`config.mk`:
```
export PLATFORM = sky130hd
export DESIGN_NAME = led_bar_decoder
export DESIGN_NICKNAME = d
export VERILOG_FILES = /design/src/rtl/led_bar_pkg.sv /design/src/rtl/led_bar_thermo_decode.sv /design/src/rtl/led_bar_decoder.sv
export SDC_FILE = /design/constraint.sdc
export NUM_CORES = 1
export LEC_CHECK = 0
export BUFFER_PORTS_ARGS = -buffer_cell sky130_fd_sc_hd__buf_4
export CORE_ASPECT_RATIO = 1.1
export CORE_MARGIN = 8
export CORE_UTILIZATION = 50
export CTS_CLUSTER_DIAMETER = 30
export DETAILED_ROUTE_END_ITERATION = 6
export PLACE_DENSITY = 0.74
export SYNTH_ARGS = -nofsm -noshare
export SYNTH_HDL_FRONTEND = slang
export SYNTH_SLANG_ARGS = --single-unit
```
`constraint.sdc`:
```
create_clock -name clk -period 12.8 [get_ports clk]
set_input_delay 2.56 -clock clk [delete_from_list [all_inputs] [get_ports clk]]
set_output_delay 2.56 -clock clk [all_outputs]
set_load 0.1 [all_outputs]
```
`src/rtl/led_bar_pkg.sv`:
```
// Shared encodings and sizing helper for the LED-bar decoder.
// Optional feature macro used by the decoder: LED_STEP_CHECK_EN.
package led_bar_pkg;

    typedef enum logic [1:0] {
        ST_IDLE  = 2'd0,
        ST_RISE  = 2'd1,
        ST_FALL  = 2'd2,
        ST_FLICK = 2'd3
    } state_t;

    localparam logic [1:0] DIR_NONE = 2'b00;
    localparam logic [1:0] DIR_UP   = 2'b01;
    localparam logic [1:0] DIR_DOWN = 2'b10;

    function automatic int lvl_w(input int width);
        return $clog2(width + 1);
    endfunction

endpackage

```
`src/rtl/led_bar_thermo_decode.sv`:
```
// Thermometer (from bit 0) to fill-level converter with a legality flag.
// Latency: combinational. Backpressure: none.
// Flow: pure function of led, no handshake.
module thermo_decode
    import led_bar_pkg::*;
#(
    parameter  int WIDTH = 16,
    localparam int LVL_W = lvl_w(WIDTH)
) (
    input  logic [WIDTH-1:0] led,
    output logic [LVL_W-1:0] level,
    output logic             legal
);

    // A thermometer code plus one is a single power of two, so the AND is zero.
    logic [WIDTH-1:0] led_inc;
    assign led_inc = led + WIDTH'(1);
    assign legal   = ((led & led_inc) == '0);

    always_comb begin
        level = '0;
        for (int i = 0; i < WIDTH; i++) begin
            level = level + LVL_W'(led[i]);
        end
    end

endmodule

```
`src/rtl/led_bar_decoder.sv`:
```
// Decodes the bouncing LED bar to level/direction, counts top hits, auto-flicks at a target level.
// Latency: all outputs registered, one clock after led_in is sampled. Backpressure: none.
// Optional LED_STEP_CHECK_EN: multi-step level jumps also raise pattern_err.
module led_bar_decoder
    import led_bar_pkg::*;
#(
    parameter  int WIDTH        = 16,
    parameter  int TARGET_LEVEL = 6,
    parameter  int FLICK_CYCLES = 4,
    localparam int LVL_W        = lvl_w(WIDTH)
) (
    input  logic             clk,
    input  logic             reset,
    input  logic [WIDTH-1:0] led_in,
    input  logic             auto_en,
    output logic             flick_out,
    output logic [LVL_W-1:0] level,
    output logic [1:0]       dir,
    output logic [1:0]       state,
    output logic [7:0]       top_cnt,
    output logic             pattern_err
);

    localparam int CNT_W = (FLICK_CYCLES > 1) ? $clog2(FLICK_CYCLES) : 1;
    localparam logic [LVL_W-1:0] LVL_TOP = LVL_W'(WIDTH);
    localparam logic [LVL_W-1:0] LVL_TGT = LVL_W'(TARGET_LEVEL);

    generate
        if (WIDTH < 1 || TARGET_LEVEL < 1 || TARGET_LEVEL > WIDTH || FLICK_CYCLES < 1) begin : g_bad_params
            $error("led_bar_decoder: parameter out of range");
        end
    endgenerate

    logic [LVL_W-1:0] dec_lvl;
    logic             dec_legal;

    thermo_decode #(.WIDTH(WIDTH)) u_decode (
        .led   (led_in),
        .level (dec_lvl),
        .legal (dec_legal)
    );

    state_t           state_q, nxt_state;
    logic [LVL_W-1:0] level_q, nxt_lvl;
    logic [1:0]       dir_q, nxt_dir;
    logic             armed_q, nxt_armed;
    logic [CNT_W-1:0] cnt_q, nxt_cnt;
    logic [7:0]       top_q;
    logic             flick_q, err_q;
    logic             lvl_up, lvl_dn, step_err;

    assign lvl_up = dec_legal && (dec_lvl > level_q);
    assign lvl_dn = dec_legal && (dec_lvl < level_q);

`ifdef LED_STEP_CHECK_EN
    logic [LVL_W:0] new_x, cur_x;
    assign new_x    = {1'b0, dec_lvl};
    assign cur_x    = {1'b0, level_q};
    assign step_err = dec_legal && ((new_x > cur_x + 1'b1) || (cur_x > new_x + 1'b1));
`else
    assign step_err = 1'b0;
`endif

    always_comb begin
        nxt_lvl   = level_q;
        nxt_dir   = dir_q;
        nxt_state = state_q;
        nxt_armed = armed_q;
        nxt_cnt   = cnt_q;

        // Illegal patterns freeze level/dir/state; the flick countdown below still runs.
        if (dec_legal) begin
            nxt_lvl = dec_lvl;
            if (lvl_up) begin
                nxt_dir = DIR_UP;
            end else if (lvl_dn) begin
                nxt_dir = DIR_DOWN;
            end
            if (dec_lvl == '0) begin
                nxt_armed = 1'b1;
            end
        end

        case (state_q)
            ST_IDLE: begin
                if (lvl_up) nxt_state = ST_RISE;
            end
            ST_RISE: begin
                if (lvl_dn) begin
                    nxt_state = ST_FALL;
                end else if (lvl_up && dec_lvl == LVL_TGT && auto_en && armed_q) begin
                    nxt_state = ST_FLICK;
                    nxt_armed = 1'b0;
                    nxt_cnt   = CNT_W'(FLICK_CYCLES - 1);
                end
            end
            ST_FALL: begin
                if (dec_legal && dec_lvl == '0) begin
                    nxt_state = ST_IDLE;
                end else if (lvl_up) begin
                    nxt_state = ST_RISE;
                end
            end
            ST_FLICK: begin
                if (cnt_q == '0) begin
                    if (nxt_lvl == '0)          nxt_state = ST_IDLE;
                    else if (nxt_dir == DIR_UP)   nxt_state = ST_RISE;
                    else if (nxt_dir == DIR_DOWN) nxt_state = ST_FALL;
                    else                          nxt_state = ST_IDLE;
                end else begin
                    nxt_cnt = cnt_q - 1'b1;
                end
            end
            default: nxt_state = ST_IDLE;
        endcase
    end

    always_ff @(posedge clk) begin
        if (reset) begin
            state_q <= ST_IDLE;
            level_q <= '0;
            dir_q   <= DIR_NONE;
            armed_q <= 1'b1;
            cnt_q   <= '0;
            top_q   <= '0;
            flick_q <= 1'b0;
            err_q   <= 1'b0;
        end else begin
            state_q <= nxt_state;
            level_q <= nxt_lvl;
            dir_q   <= nxt_dir;
            armed_q <= nxt_armed;
            cnt_q   <= nxt_cnt;
            flick_q <= (nxt_state == ST_FLICK);
            if (dec_legal && dec_lvl == LVL_TOP && level_q != LVL_TOP && top_q != 8'hFF) begin
                top_q <= top_q + 8'd1;
            end
            if (!dec_legal || step_err) begin
                err_q <= 1'b1;
            end
        end
    end

    assign flick_out   = flick_q;
    assign level       = level_q;
    assign dir         = dir_q;
    assign state       = state_q;
    assign top_cnt     = top_q;
    assign pattern_err = err_q;

endmodule

```
==> results of run 1 <==
-- worst max-delay path, delay by kind of cell --
| kind | cells | cell delay [ps] |
|---|---|---|
| adder cells (fa/ha/maj) | 8 | 3340 |
| AO/OA/AOI/OAI | 4 | 1050 |
| AND/OR/NAND/NOR | 4 | 750 |
| buffers and inverters | 2 | 130 |
-- routing by layer --
| layer | vias to the layer above | routed length, um | part of all wire (%) |
|---|---|---|---|
| li1 | 904 | - | - |
| met4 | 0 | 56 | 1.2 |
| met2 | 34 | 2320 | 51 |
| met5 | - | 0 | 0 |
| met1 | 845 | 1990 | 44 |
| met3 | 4 | 182 | 4.0 |
-- flip-flops by register name (all words and copies together), names as in the netlist --
name / count
cnt_q: 2
top_cnt: 8
pattern_err: 1
armed_q: 1
dir: 2
state: 2
flick_out: 1
level: 5
-- final cells by class --
| class | instances | area [um^2] | area share, % |
|---|---|---|---|
| multi-input cells | 172 | 1280 | 57.0 |
| flip-flops and latches | 22 | 440 | 19.6 |
| repair buffers | 37 | 278 | 12.4 |
| inverters | 35 | 131 | 5.84 |
| well taps | 50 | 62.6 | 2.78 |
| clock buffers | 4 | 55.1 | 2.45 |
-- cells in the final DEF (no fill, tap or decap), types with 2 or more instances in the layout --
cell / n
sky130_fd_sc_hd__nor4_1: 4
sky130_fd_sc_hd__or4_1: 5
sky130_fd_sc_hd__or2_2: 2
sky130_fd_sc_hd__nor3_1: 4
sky130_fd_sc_hd__nor2b_1: 4
sky130_fd_sc_hd__o211a_1: 2
sky130_fd_sc_hd__nand3b_1: 2
sky130_fd_sc_hd__mux2i_1: 3
sky130_fd_sc_hd__nand2b_1: 2
sky130_fd_sc_hd__a21oi_1: 16
sky130_fd_sc_hd__buf_4: 37
sky130_fd_sc_hd__ha_1: 14
sky130_fd_sc_hd__or3_1: 4
sky130_fd_sc_hd__inv_1: 35
sky130_fd_sc_hd__nand3_1: 8
sky130_fd_sc_hd__nand4_1: 2
sky130_fd_sc_hd__o2111ai_1: 3
sky130_fd_sc_hd__nor2_1: 15
sky130_fd_sc_hd__fa_1: 10
sky130_fd_sc_hd__nand2_1: 23
sky130_fd_sc_hd__a221oi_1: 2
sky130_fd_sc_hd__o21a_1: 2
sky130_fd_sc_hd__clkbuf_8: 4
sky130_fd_sc_hd__o21ai_0: 10
sky130_fd_sc_hd__a211oi_1: 3
sky130_fd_sc_hd__a31oi_1: 2
sky130_fd_sc_hd__o31ai_1: 5
sky130_fd_sc_hd__and3_1: 5
sky130_fd_sc_hd__dfxtp_1: 22
-- Yosys cell counts, types with 2 or more instances --
master                      number  area share (%)
sky130_fd_sc_hd__and3_1          5             1.7
sky130_fd_sc_hd__ha_1           14             9.3
sky130_fd_sc_hd__o21ai_0        10             2.7
sky130_fd_sc_hd__inv_1          35             7.0
sky130_fd_sc_hd__or4_1           5             2.0
sky130_fd_sc_hd__o2111ai_1       3             1.4
sky130_fd_sc_hd__nand3b_1        2            0.80
sky130_fd_sc_hd__nand2b_1        2            0.66
sky130_fd_sc_hd__nand3_1         8             2.1
sky130_fd_sc_hd__o21a_1          2            0.80
sky130_fd_sc_hd__o211a_1         2             1.1
sky130_fd_sc_hd__or3_1           4             1.3
sky130_fd_sc_hd__o31ai_1         5             2.0
sky130_fd_sc_hd__a221oi_1        2            0.93
sky130_fd_sc_hd__nor2b_1         4             1.3
sky130_fd_sc_hd__a21oi_1        16             4.2
sky130_fd_sc_hd__or2_2           2            0.66
sky130_fd_sc_hd__nor4_1          4             1.3
sky130_fd_sc_hd__nand4_1         2            0.66
sky130_fd_sc_hd__fa_1           10              11
sky130_fd_sc_hd__nand2_1        23             4.6
sky130_fd_sc_hd__mux2i_1         3             1.6
sky130_fd_sc_hd__a211oi_1        3             1.2
sky130_fd_sc_hd__nor2_1         15             3.0
sky130_fd_sc_hd__a31oi_1         2            0.66
sky130_fd_sc_hd__nor3_1          4             1.1
sky130_fd_sc_hd__clkbuf_1        4            0.80
sky130_fd_sc_hd__dfxtp_1        22              23
-- worst paths after layout --
path | startpoint | end | slack (ps)
worst max-delay path | led_in[0] | cnt_q[1] | 5150
worst min-delay path | pattern_err | pattern_err | 490
worst max register to register | level[4] | cnt_q[1] | 10460
worst min register to register | pattern_err | pattern_err | 490
-- cells by family after synthesis --
family / count (synthesis) / synth area share, %
compound gates: 54 / 19.3
xor+xnor: 1 / 0.465
fa+ha+maj: 24 / 19.9
buf+inv: 41 / 8.63
flops: 22 / 23.4
mux: 4 / 2.19
simple gates: 89 / 26.1
-- power by group through the flow --
stage	combinational (mW)	sequential [mW]	clock, mW
finish	0.171	0.0686	0.0496
global route	0.193	0.0687	0.0531
CTS	0.170	0.0686	0.0509
detailed placement	0.169	0.0703	0
global placement	0.169	0.0703	0
floorplan	0.130	0.0715	0
==> flow_results.xml, run 1 <==
<?xml version="1.0" encoding="UTF-8"?>
<metrics>
  <group name="critical_path">
    <metric name="category_of_the_worst_setup_path_capture_point" unit="">flip-flop</metric>
    <metric name="critical_path_peak_fanout" unit="">5</metric>
    <metric name="worstPathArrival" unit="ps">7820</metric>
    <metric name="critPathMostFrequentCell" unit="">sky130_fd_sc_hd__fa_1</metric>
    <metric name="worst_setup_path_start_kind" unit="">primary input</metric>
    <metric name="slowest_stage" unit="">sky130_fd_sc_hd__fa_1</metric>
    <metric name="worst_r2r_path_depth" unit="">8</metric>
    <metric name="crit_type" unit="">in -&gt; reg</metric>
    <metric name="critical_path.max_stage_delay" unit="ps">540</metric>
    <metric name="path_cells" unit="">buf_4 -&gt; inv_1 -&gt; ha_1 -&gt; fa_1 -&gt; fa_1 -&gt; fa_1 -&gt; fa_1 -&gt; fa_1 -&gt; fa_1 -&gt; nor2b_1 -&gt; o21a_1 -&gt; ha_1 -&gt; and3_1 -&gt; and3_1 -&gt; nor3_1 -&gt; o21ai_0 -&gt; o41a_1 -&gt; a221oi_1</metric>
    <metric name="critPathRequiredTime" unit="ps">12970</metric>
  </group>
  <group name="route">
    <metric name="dr.pass1.iters" unit="">6</metric>
    <metric name="drt_iter0_markers" unit="">97</metric>
    <metric name="wire_per_inst" unit="um">14.2</metric>
    <metric name="route.final.wire_length" unit="mm">4.55</metric>
    <metric name="post-route-drc-count" unit="">0</metric>
    <metric name="ant_nets" unit="">0</metric>
    <metric name="number_of_vias_after_detailed_routing" unit="">1787</metric>
    <metric name="routed_via_density" unit="">5.58</metric>
  </group>
  <group name="sta">
    <metric name="final.setup_skew" unit="ps">1.74</metric>
    <metric name="timing_worst_slew_pin_value" unit="ps">602</metric>
    <metric name="timing.final.hold_violations" unit="">0</metric>
    <metric name="slew_viol_final" unit="">0</metric>
    <metric name="rsz0062_at_grt" unit="">false</metric>
    <metric name="post_route_setup_tns" unit="ps">0</metric>
    <metric name="setup_viol" unit="">0</metric>
    <metric name="timing.hold.ws" unit="ps">487</metric>
    <metric name="timing.fmax" unit="GHz">0.131</metric>
    <metric name="slew_headroom" unit="%">59.7</metric>
    <metric name="final_period_minus_worst_setup_slack" unit="ps">7650</metric>
    <metric name="layout_worst_path_cycle_share" unit="%">59.8</metric>
    <metric name="postLayoutSetupSlackWorst" unit="ps">5150</metric>
  </group>
  <group name="grt">
    <metric name="number_of_global_route_vias_before_repair" unit="">1692</metric>
    <metric name="globalRouteTotalUtil" unit="%">15.0</metric>
    <metric name="gr-total-overflow" unit="">0</metric>
    <metric name="grt_most_used_layer" unit="">met2</metric>
    <metric name="grt.met1_usage" unit="%">17.7</metric>
    <metric name="grtUsageMet2" unit="%">26.1</metric>
    <metric name="grt_use_met3" unit="%">2.12</metric>
    <metric name="grt_antenna_before_repair" unit="">0</metric>
    <metric name="first_pass_grt_wire_length" unit="mm">7.29</metric>
    <metric name="grt_start_max_net_pins" unit="">22</metric>
  </group>
  <group name="clock_network">
    <metric name="postCtsHoldBufs" unit="">0</metric>
    <metric name="clkSlewWorstSetupHoldPaths" unit="ps">80</metric>
    <metric name="post_cts_resized" unit="">0</metric>
    <metric name="cts-buffers-inserted" unit="">3</metric>
    <metric name="clk-insertion-delay-late" unit="ps">260</metric>
    <metric name="root_buffer_cell" unit="">sky130_fd_sc_hd__clkbuf_8</metric>
    <metric name="htreeDepth" unit="">1</metric>
    <metric name="cts_tree" unit="">yes</metric>
    <metric name="cts_sinks" unit="">22</metric>
    <metric name="clock_tree.buffer_depth" unit="">2</metric>
    <metric name="post_cts.repair.setup_buffers" unit="">0</metric>
  </group>
  <group name="run_status">
    <metric name="status" unit="">finished clean</metric>
  </group>
  <group name="cells_and_area">
    <metric name="design.final.nets" unit="">314</metric>
    <metric name="postLayoutCoreUtil" unit="%">62.0</metric>
    <metric name="fillers" unit="">352</metric>
    <metric name="stdcell_count" unit="">320</metric>
    <metric name="layout.cell_area.non_filler" unit="mm^2">0.00225</metric>
    <metric name="final_layout_size_suffix_gt1_share" unit="%">17.8</metric>
    <metric name="syn2layout_area_growth" unit="%">19.3</metric>
    <metric name="antenna_cells_inserted" unit="">0</metric>
  </group>
  <group name="power_and_ir_drop">
    <metric name="cellInternalPower" unit="uW">166</metric>
    <metric name="power_per_cell_area" unit="mW/mm^2">129</metric>
    <metric name="switching_share" unit="%">42.4</metric>
    <metric name="post-layout-total-power" unit="uW">289</metric>
    <metric name="max-vdd-ir-drop" unit="mV">0.0991</metric>
    <metric name="sequentialPowerShare" unit="%">23.7</metric>
    <metric name="net-switching-power" unit="uW">123</metric>
    <metric name="power_frac_clock" unit="%">17.2</metric>
    <metric name="static-leakage-power" unit="nW">0.972</metric>
    <metric name="p_comb_share" unit="%">59.1</metric>
  </group>
  <group name="min_path">
    <metric name="min-delay-path-class" unit="">reg -&gt; reg</metric>
    <metric name="holdPathStages" unit="">2</metric>
  </group>
  <group name="die">
    <metric name="initial_utilization" unit="%">52.0</metric>
    <metric name="core_area" unit="mm^2">0.00363</metric>
    <metric name="die_x" unit="um">74.5</metric>
    <metric name="top_level_ports" unit="">38</metric>
    <metric name="die_ht" unit="um">80.4</metric>
    <metric name="placement_rows" unit="">23</metric>
    <metric name="dieArea" unit="mm^2">0.00599</metric>
  </group>
  <group name="place">
    <metric name="numPlacedInstances" unit="">316</metric>
    <metric name="detailedPlacementHpwl" unit="mm">3.67</metric>
    <metric name="io_buffer_count" unit="">37</metric>
    <metric name="post-place-ws" unit="ps">4910</metric>
    <metric name="dpl-instance-area" unit="mm^2">0.00219</metric>
    <metric name="globalplace.congestion" unit="">0.907</metric>
  </group>
  <group name="synthesis">
    <metric name="number_of_synthesized_flops_with_an_enable_pin" unit="">0</metric>
    <metric name="synth.yosys.seq_area_share" unit="%">23.4</metric>
    <metric name="synth_cells" unit="">235</metric>
    <metric name="synth.lib_cells_used.distinct" unit="">50</metric>
    <metric name="yosys_warnings" unit="">0</metric>
    <metric name="async_reset_ff_share" unit="%">0</metric>
    <metric name="synth.cell_area" unit="mm^2">0.00188</metric>
    <metric name="postSynthAreaPerCell" unit="um^2">8.02</metric>
    <metric name="postSynthRegisterBits" unit="">22</metric>
    <metric name="synth_nets" unit="">278</metric>
    <metric name="yosys_most_used_dff" unit="">sky130_fd_sc_hd__dfxtp_1</metric>
  </group>
  <group name="run">
    <metric name="cap_violations" unit="">0</metric>
  </group>
</metrics>
(Power assumes the default switching activity.)
==> inputs of run 2 (changes only) <==
- ABC_AREA: unset -> 1
- PLACE_DENSITY: 0.74 -> 0.73
- clock period: 12.8 -> 7.2 ns (I/O delays scaled with it)
==> run 2 against run 1 <==
Total power up 55%. Flip-flop and latch count unchanged. Largest power group unchanged. Highest routed layer unchanged. Area after synthesis up 9.5%.
==> flow_results.xml, run 2 <==
<?xml version="1.0" encoding="UTF-8"?>
<metrics>
  <group name="synthesis">
    <metric name="number_of_synthesized_flops_with_an_enable_pin" unit="">0</metric>
    <metric name="synth.cell_area" unit="mm^2">0.00206</metric>
    <metric name="synth.lib_cells_used.distinct" unit="">37</metric>
    <metric name="synth_nets" unit="">350</metric>
    <metric name="synth_top_area_cell" unit="">sky130_fd_sc_hd__dfxtp_1</metric>
    <metric name="post-synth-top-count-cell" unit="">sky130_fd_sc_hd__nand2_1</metric>
    <metric name="yosys_warnings" unit="">0</metric>
    <metric name="async_reset_ff_share" unit="%">0</metric>
    <metric name="synth_top_area_share" unit="%">21.3</metric>
    <metric name="post_synth_main_area_contributors" unit="">sky130_fd_sc_hd__dfxtp_1 (21%), sky130_fd_sc_hd__nand2_1 (13%), sky130_fd_sc_hd__inv_1 (11%), sky130_fd_sc_hd__fa_1 (9.7%), sky130_fd_sc_hd__ha_1 (8.5%)</metric>
    <metric name="yosys_most_used_dff" unit="">sky130_fd_sc_hd__dfxtp_1</metric>
    <metric name="postSynthRegisterBits" unit="">22</metric>
    <metric name="synth_cells" unit="">307</metric>
    <metric name="postSynthAreaPerCell" unit="um^2">6.72</metric>
    <metric name="synth.yosys.seq_area_share" unit="%">21.3</metric>
    <metric name="netlist_top_cells_count" unit="">sky130_fd_sc_hd__nand2_1 (73), sky130_fd_sc_hd__inv_1 (58), sky130_fd_sc_hd__nor2_1 (37)</metric>
  </group>
  <group name="sta">
    <metric name="timing_worst_slew_pin_value" unit="ps">508</metric>
    <metric name="timing.fmax" unit="GHz">0.159</metric>
    <metric name="final.setup_skew" unit="ps">5.11</metric>
    <metric name="timing.final.hold_violations" unit="">0</metric>
    <metric name="post_route_setup_tns" unit="ps">0</metric>
    <metric name="slew_viol_final" unit="">0</metric>
    <metric name="final_period_minus_worst_setup_slack" unit="ps">6300</metric>
    <metric name="slew_headroom" unit="%">65.9</metric>
    <metric name="timing.hold.ws" unit="ps">485</metric>
    <metric name="setup_viol" unit="">0</metric>
    <metric name="layout_worst_path_cycle_share" unit="%">87.6</metric>
    <metric name="postLayoutSetupSlackWorst" unit="ps">896</metric>
    <metric name="rsz0062_at_grt" unit="">false</metric>
  </group>
  <group name="route">
    <metric name="ant_nets" unit="">0</metric>
    <metric name="drt_iter0_markers" unit="">141</metric>
    <metric name="number_of_vias_after_detailed_routing" unit="">1952</metric>
    <metric name="post-route-drc-count" unit="">0</metric>
    <metric name="dr.pass1.iters" unit="">4</metric>
    <metric name="routed_via_density" unit="">4.90</metric>
    <metric name="route.final.wire_length" unit="mm">4.63</metric>
    <metric name="wire_per_inst" unit="um">11.6</metric>
  </group>
  <group name="place">
    <metric name="detailedPlacementHpwl" unit="mm">3.92</metric>
    <metric name="globalplace.congestion" unit="">0.944</metric>
    <metric name="post-place-ws" unit="ps">618</metric>
    <metric name="io_buffer_count" unit="">37</metric>
  </group>
  <group name="min_path">
    <metric name="timing.hold.worst.start" unit="">pattern_err</metric>
    <metric name="min-delay-path-class" unit="">reg -&gt; reg</metric>
  </group>
  <group name="critical_path">
    <metric name="crit_type" unit="">in -&gt; reg</metric>
    <metric name="slowest_stage" unit="">sky130_fd_sc_hd__fa_1</metric>
    <metric name="worst_r2r_endpoint" unit="">cnt_q[0]</metric>
    <metric name="critPathMostFrequentCell" unit="">sky130_fd_sc_hd__fa_1</metric>
    <metric name="worstPathBufferInverterCount" unit="">6</metric>
    <metric name="crit_family" unit="">adder cells</metric>
    <metric name="worst_r2r_path_depth" unit="">14</metric>
    <metric name="worstPathArrival" unit="ps">6470</metric>
    <metric name="worst-r2r-setup-slack" unit="ps">5280</metric>
    <metric name="category_of_the_worst_setup_path_capture_point" unit="">flip-flop</metric>
    <metric name="worst_setup_path_start_kind" unit="">primary input</metric>
    <metric name="critical_path.max_stage_delay" unit="ps">530</metric>
    <metric name="worst_r2r_startpoint" unit="">level[4]</metric>
    <metric name="launching_element_of_the_worst_setup_path" unit="">led_in[0]</metric>
    <metric name="critPathRequiredTime" unit="ps">7360</metric>
    <metric name="critical_path_peak_fanout" unit="">6</metric>
    <metric name="worstSetupPathDepth" unit="">26</metric>
    <metric name="crit_end" unit="">cnt_q[0]</metric>
  </group>
  <group name="clock_network">
    <metric name="clk-insertion-delay-late" unit="ps">260</metric>
    <metric name="post_cts.repair.setup_buffers" unit="">0</metric>
    <metric name="post_cts_resized" unit="">0</metric>
    <metric name="cts-buffers-inserted" unit="">3</metric>
    <metric name="clock_tree.buffer_depth" unit="">2</metric>
    <metric name="postCtsHoldBufs" unit="">0</metric>
    <metric name="root_buffer_cell" unit="">sky130_fd_sc_hd__clkbuf_8</metric>
    <metric name="htreeDepth" unit="">1</metric>
    <metric name="cts_tree" unit="">yes</metric>
    <metric name="clkSlewWorstSetupHoldPaths" unit="ps">70</metric>
    <metric name="cts_sinks" unit="">22</metric>
  </group>
  <group name="power_and_ir_drop">
    <metric name="power_per_cell_area" unit="mW/mm^2">183</metric>
    <metric name="static-leakage-power" unit="nW">1.22</metric>
    <metric name="max-vdd-ir-drop" unit="mV">0.169</metric>
  </group>
  <group name="run">
    <metric name="cap_violations" unit="">0</metric>
  </group>
  <group name="run_status">
    <metric name="status" unit="">finished clean</metric>
  </group>
  <group name="cells_and_area">
    <metric name="mostFrequentLayoutCells" unit="">sky130_fd_sc_hd__nand2_1 (73), sky130_fd_sc_hd__inv_1 (58), sky130_fd_sc_hd__nor2_1 (37), sky130_fd_sc_hd__buf_4 (37)</metric>
    <metric name="final_layout_size_suffix_gt1_share" unit="%">20.2</metric>
    <metric name="antenna_cells_inserted" unit="">0</metric>
    <metric name="largest_reg_flops" unit="">8</metric>
    <metric name="design.final.nets" unit="">391</metric>
    <metric name="layout_commonest_cell" unit="">sky130_fd_sc_hd__nand2_1</metric>
    <metric name="syn2layout_area_growth" unit="%">18.4</metric>
  </group>
  <group name="grt">
    <metric name="globalRouteTotalUtil" unit="%">15.3</metric>
    <metric name="number_of_global_route_vias_before_repair" unit="">1892</metric>
    <metric name="gr-total-overflow" unit="">0</metric>
    <metric name="grt_start_max_net_pins" unit="">15</metric>
    <metric name="grt_antenna_before_repair" unit="">0</metric>
    <metric name="first_pass_grt_wire_length" unit="mm">8.51</metric>
  </group>
  <group name="die">
    <metric name="die_x" unit="um">77.3</metric>
    <metric name="placement_rows" unit="">24</metric>
    <metric name="core_area" unit="mm^2">0.00396</metric>
    <metric name="die_ht" unit="um">83.4</metric>
    <metric name="dieArea" unit="mm^2">0.00644</metric>
    <metric name="initial_utilization" unit="%">52.1</metric>
    <metric name="top_level_ports" unit="">38</metric>
  </group>
</metrics>
## run 2: routing by layer
| metal | up-vias | share of wire (%) | GRT usage [%] |
|---|---|---|---|
| li1 | 1042 | - | - |
| met5 | - | 0 | 0 |
| met4 | 0 | 0.45 | 2.92 |
| met3 | 4 | 5.7 | 3.77 |
| met2 | 35 | 45 | 23.9 |
| met1 | 871 | 49 | 20.7 |
## run 2: worst min path at each step
stage | to | slack (ps) | cells past startpoint
floorplan | cnt_q[0] | 480 | 3
detailed placement | pattern_err | 460 | 2
CTS | pattern_err | 490 | 2
global route | top_cnt[1] | 530 | 2
finish | pattern_err | 490 | 2
global placement | pattern_err | 470 | 2
## run 2: cell families after synthesis
family                   count (synthesis)  share of synthesized area (%)
AND/OR/NAND/NOR                        174                           41.7
buffers and inverters                   61                           11.2
adder cells (fa/ha/maj)                 24                           18.2
AO/OA/AOI/OAI                           23                           6.37
flip-flops                              22                           21.3
XOR/XNOR                                 3                           1.27
## run 2: layout make-up
| class | count | area [um^2] |
|---|---|---|
| sequential | 22 | 440 |
| fill | 373 | 1520 |
| timing repair buffer | 37 | 278 |
| inverter | 60 | 226 |
| multi-input combinational | 224 | 1390 |
| clock buffer | 3 | 41.3 |
| tap | 52 | 65.1 |
## run 2: worst register-to-register path, delay by kind of cell (launching register included)
kind          cells  cell delay (ps)
flops             1              340
buf+inv           4              270
simple gates      9              920
fa+ha+maj         1              300
## run 2: where the power goes
group | internal (mW) | switching (mW) | total [mW]
logic | 0.100 | 0.150 | 0.251
clock network | 0.0374 | 0.0379 | 0.0752
registers | 0.122 | 0.000123 | 0.122
total | 0.260 | 0.188 | 0.448
## run 2: per-stage QoR
stage	utilization (%)	std cells	power, mW	instance area (um^2)
2_1_floorplan	-	307	0.326	2060
3_3_place_gp	60.6	395	0.374	2400
3_5_place_dp	60.6	395	0.377	2400
4_1_cts	61.6	398	0.453	2440
5_1_grt	61.6	398	0.509	2440
6_report	61.6	398	0.448	2440
==> inputs of run 3 (changes only) <==
- ABC_AREA: 1 -> unset
- GPL_TIMING_DRIVEN: unset -> 0
- PLACE_DENSITY: 0.73 -> 0.74
==> run 3 against run 2 <==
Critical path depth shrank 9. Combinational power increased by 25%. Setup slack worse by 300 ps. Largest power group unchanged.
==> flow_results.xml, run 3 (synthesized netlist as in run 1, its figures left out) <==
<?xml version="1.0" encoding="UTF-8"?>
<metrics>
  <group name="clock_network">
    <metric name="root_buffer_cell" unit="">sky130_fd_sc_hd__clkbuf_8</metric>
    <metric name="post_cts.repair.setup_buffers" unit="">0</metric>
    <metric name="cts_sinks" unit="">22</metric>
    <metric name="cts-buffers-inserted" unit="">3</metric>
    <metric name="clock_tree.buffer_depth" unit="">2</metric>
    <metric name="clk-insertion-delay-late" unit="ps">270</metric>
    <metric name="post_cts_resized" unit="">0</metric>
    <metric name="clkSlewWorstSetupHoldPaths" unit="ps">90</metric>
    <metric name="cts_tree" unit="">yes</metric>
    <metric name="postCtsHoldBufs" unit="">0</metric>
    <metric name="htreeDepth" unit="">1</metric>
  </group>
  <group name="die">
    <metric name="core_area" unit="mm^2">0.00363</metric>
    <metric name="placement_rows" unit="">23</metric>
    <metric name="die_ht" unit="um">80.4</metric>
    <metric name="die_x" unit="um">74.5</metric>
    <metric name="dieArea" unit="mm^2">0.00599</metric>
    <metric name="initial_utilization" unit="%">52.0</metric>
    <metric name="top_level_ports" unit="">38</metric>
  </group>
  <group name="sta">
    <metric name="slew_headroom" unit="%">56.2</metric>
    <metric name="slew_viol_final" unit="">0</metric>
    <metric name="timing.final.hold_violations" unit="">0</metric>
    <metric name="timing_worst_slew_pin_value" unit="ps">654</metric>
    <metric name="final.setup_skew" unit="ps">8.00</metric>
    <metric name="timing.fmax" unit="GHz">0.151</metric>
    <metric name="layout_worst_path_cycle_share" unit="%">91.7</metric>
    <metric name="post_route_setup_tns" unit="ps">0</metric>
    <metric name="final_period_minus_worst_setup_slack" unit="ps">6600</metric>
    <metric name="setup_viol" unit="">0</metric>
    <metric name="postLayoutSetupSlackWorst" unit="ps">598</metric>
    <metric name="rsz0062_at_grt" unit="">false</metric>
  </group>
  <group name="grt">
    <metric name="number_of_global_route_vias_before_repair" unit="">1603</metric>
    <metric name="gr-total-overflow" unit="">0</metric>
    <metric name="globalRouteTotalUtil" unit="%">15.0</metric>
    <metric name="first_pass_grt_wire_length" unit="mm">7.27</metric>
    <metric name="grt_start_max_net_pins" unit="">13</metric>
    <metric name="grt_antenna_before_repair" unit="">0</metric>
  </group>
  <group name="place">
    <metric name="globalplace.congestion" unit="">0.903</metric>
    <metric name="numPlacedInstances" unit="">322</metric>
    <metric name="post-place-ws" unit="ps">306</metric>
    <metric name="io_buffer_count" unit="">37</metric>
    <metric name="detailedPlacementHpwl" unit="mm">3.71</metric>
  </group>
  <group name="route">
    <metric name="wire_length_on_met2" unit="mm">2.30</metric>
    <metric name="routed_via_density" unit="">5.51</metric>
    <metric name="post-route-drc-count" unit="">0</metric>
    <metric name="wl_met3" unit="um">172</metric>
    <metric name="route.final.wire_length" unit="mm">4.53</metric>
    <metric name="wire_per_inst" unit="um">13.9</metric>
    <metric name="routedLengthMet1" unit="mm">2.01</metric>
    <metric name="dr.pass1.iters" unit="">4</metric>
    <metric name="ant_nets" unit="">0</metric>
    <metric name="topRoutingLayerUsed" unit="">met4</metric>
    <metric name="number_of_vias_after_detailed_routing" unit="">1797</metric>
    <metric name="drt_iter0_markers" unit="">129</metric>
  </group>
  <group name="cells_and_area">
    <metric name="mostFrequentLayoutCells" unit="">sky130_fd_sc_hd__buf_4 (37), sky130_fd_sc_hd__inv_1 (35), sky130_fd_sc_hd__nand2_1 (23), sky130_fd_sc_hd__dfxtp_1 (22), sky130_fd_sc_hd__a21oi_1 (16)</metric>
    <metric name="stdcell_count" unit="">326</metric>
    <metric name="final_layout_size_suffix_gt1_share" unit="%">18.1</metric>
    <metric name="design.final.nets" unit="">320</metric>
    <metric name="antenna_cells_inserted" unit="">0</metric>
    <metric name="syn2layout_area_growth" unit="%">21.0</metric>
    <metric name="largest_reg_flops" unit="">8</metric>
    <metric name="layout_commonest_cell" unit="">sky130_fd_sc_hd__buf_4</metric>
  </group>
  <group name="critical_path">
    <metric name="worstPathBufferInverterCount" unit="">2</metric>
    <metric name="critPathMostFrequentCell" unit="">sky130_fd_sc_hd__fa_1</metric>
    <metric name="crit_type" unit="">in -&gt; reg</metric>
    <metric name="slowest_stage" unit="">sky130_fd_sc_hd__fa_1</metric>
    <metric name="worstSetupPathDepth" unit="">17</metric>
    <metric name="worst_setup_path_start_kind" unit="">primary input</metric>
    <metric name="worstPathArrival" unit="ps">6780</metric>
    <metric name="critical_path.max_stage_delay" unit="ps">540</metric>
    <metric name="critical_path_peak_fanout" unit="">5</metric>
    <metric name="critPathRequiredTime" unit="ps">7380</metric>
    <metric name="crit_family" unit="">adder cells</metric>
    <metric name="path_cells" unit="">buf_4 -&gt; inv_1 -&gt; ha_1 -&gt; fa_1 -&gt; fa_1 -&gt; fa_1 -&gt; fa_1 -&gt; fa_1 -&gt; fa_1 -&gt; xnor2_1 -&gt; ha_1 -&gt; and3_1 -&gt; and3_1 -&gt; nor3_1 -&gt; o21ai_0 -&gt; o41a_1 -&gt; a221oi_1</metric>
    <metric name="worst_r2r_path_depth" unit="">8</metric>
    <metric name="category_of_the_worst_setup_path_capture_point" unit="">flip-flop</metric>
  </group>
  <group name="power_and_ir_drop">
    <metric name="max-vdd-ir-drop" unit="mV">0.167</metric>
    <metric name="power_per_cell_area" unit="mW/mm^2">232</metric>
    <metric name="static-leakage-power" unit="nW">0.985</metric>
  </group>
  <group name="min_path">
    <metric name="holdPathStages" unit="">2</metric>
    <metric name="min-delay-path-class" unit="">reg -&gt; reg</metric>
  </group>
  <group name="run_status">
    <metric name="status" unit="">finished clean</metric>
  </group>
  <group name="run">
    <metric name="cap_violations" unit="">0</metric>
  </group>
</metrics>
## run 3: final timing paths
| check | slack (ps) | to | from |
|---|---|---|---|
| max | 600 | cnt_q[1] | led_in[0] |
| min | 470 | pattern_err | pattern_err |
| max reg2reg | 4810 | cnt_q[1] | level[4] |
| min reg2reg | 470 | pattern_err | pattern_err |
## run 3: cell type report
class | instances | area (um^2)
multi-input combinational | 172 | 1280
timing repair buffer | 37 | 278
sequential | 22 | 440
fill | 339 | 1350
tap | 50 | 62.6
clock buffer | 4 | 55.1
buffer | 6 | 31.3
inverter | 35 | 131
## run 3: where the power goes
| part | total (mW) | switching [mW] | internal [mW] |
|---|---|---|---|
| clock network | 0.0916 | 0.0427 | 0.0489 |
| registers | 0.122 | 0.000142 | 0.122 |
| logic | 0.314 | 0.186 | 0.128 |
| total | 0.528 | 0.229 | 0.299 |
## run 3: metrics by stage
| step | instance area (um^2) | power, mW | utilization, % | hold slack, ps |
|---|---|---|---|---|
| after floorplan | 1880 | 0.359 | - | 456 |
| after global placement | 2220 | 0.426 | 61.4 | 457 |
| after detailed placement | 2220 | 0.435 | 61.4 | 460 |
| after CTS | 2280 | 0.526 | 62.9 | 480 |
| after global routing | 2280 | 0.574 | 62.9 | 520 |
| final | 2280 | 0.528 | 62.9 | 474 |
## run 3: worst min-delay path: cells and delay by family (launching register included)
kind / cells / cell delay, ps
DFF: 1 / 330
and+or+nand+nor: 2 / 110
## run 3: layer usage
layer  vias to the layer above  GRT usage, %
met5                         -             0
met4                         0          4.71
met3                         4          1.87
met2                        29          25.2
met1                       841          19.2
li1                        923             -
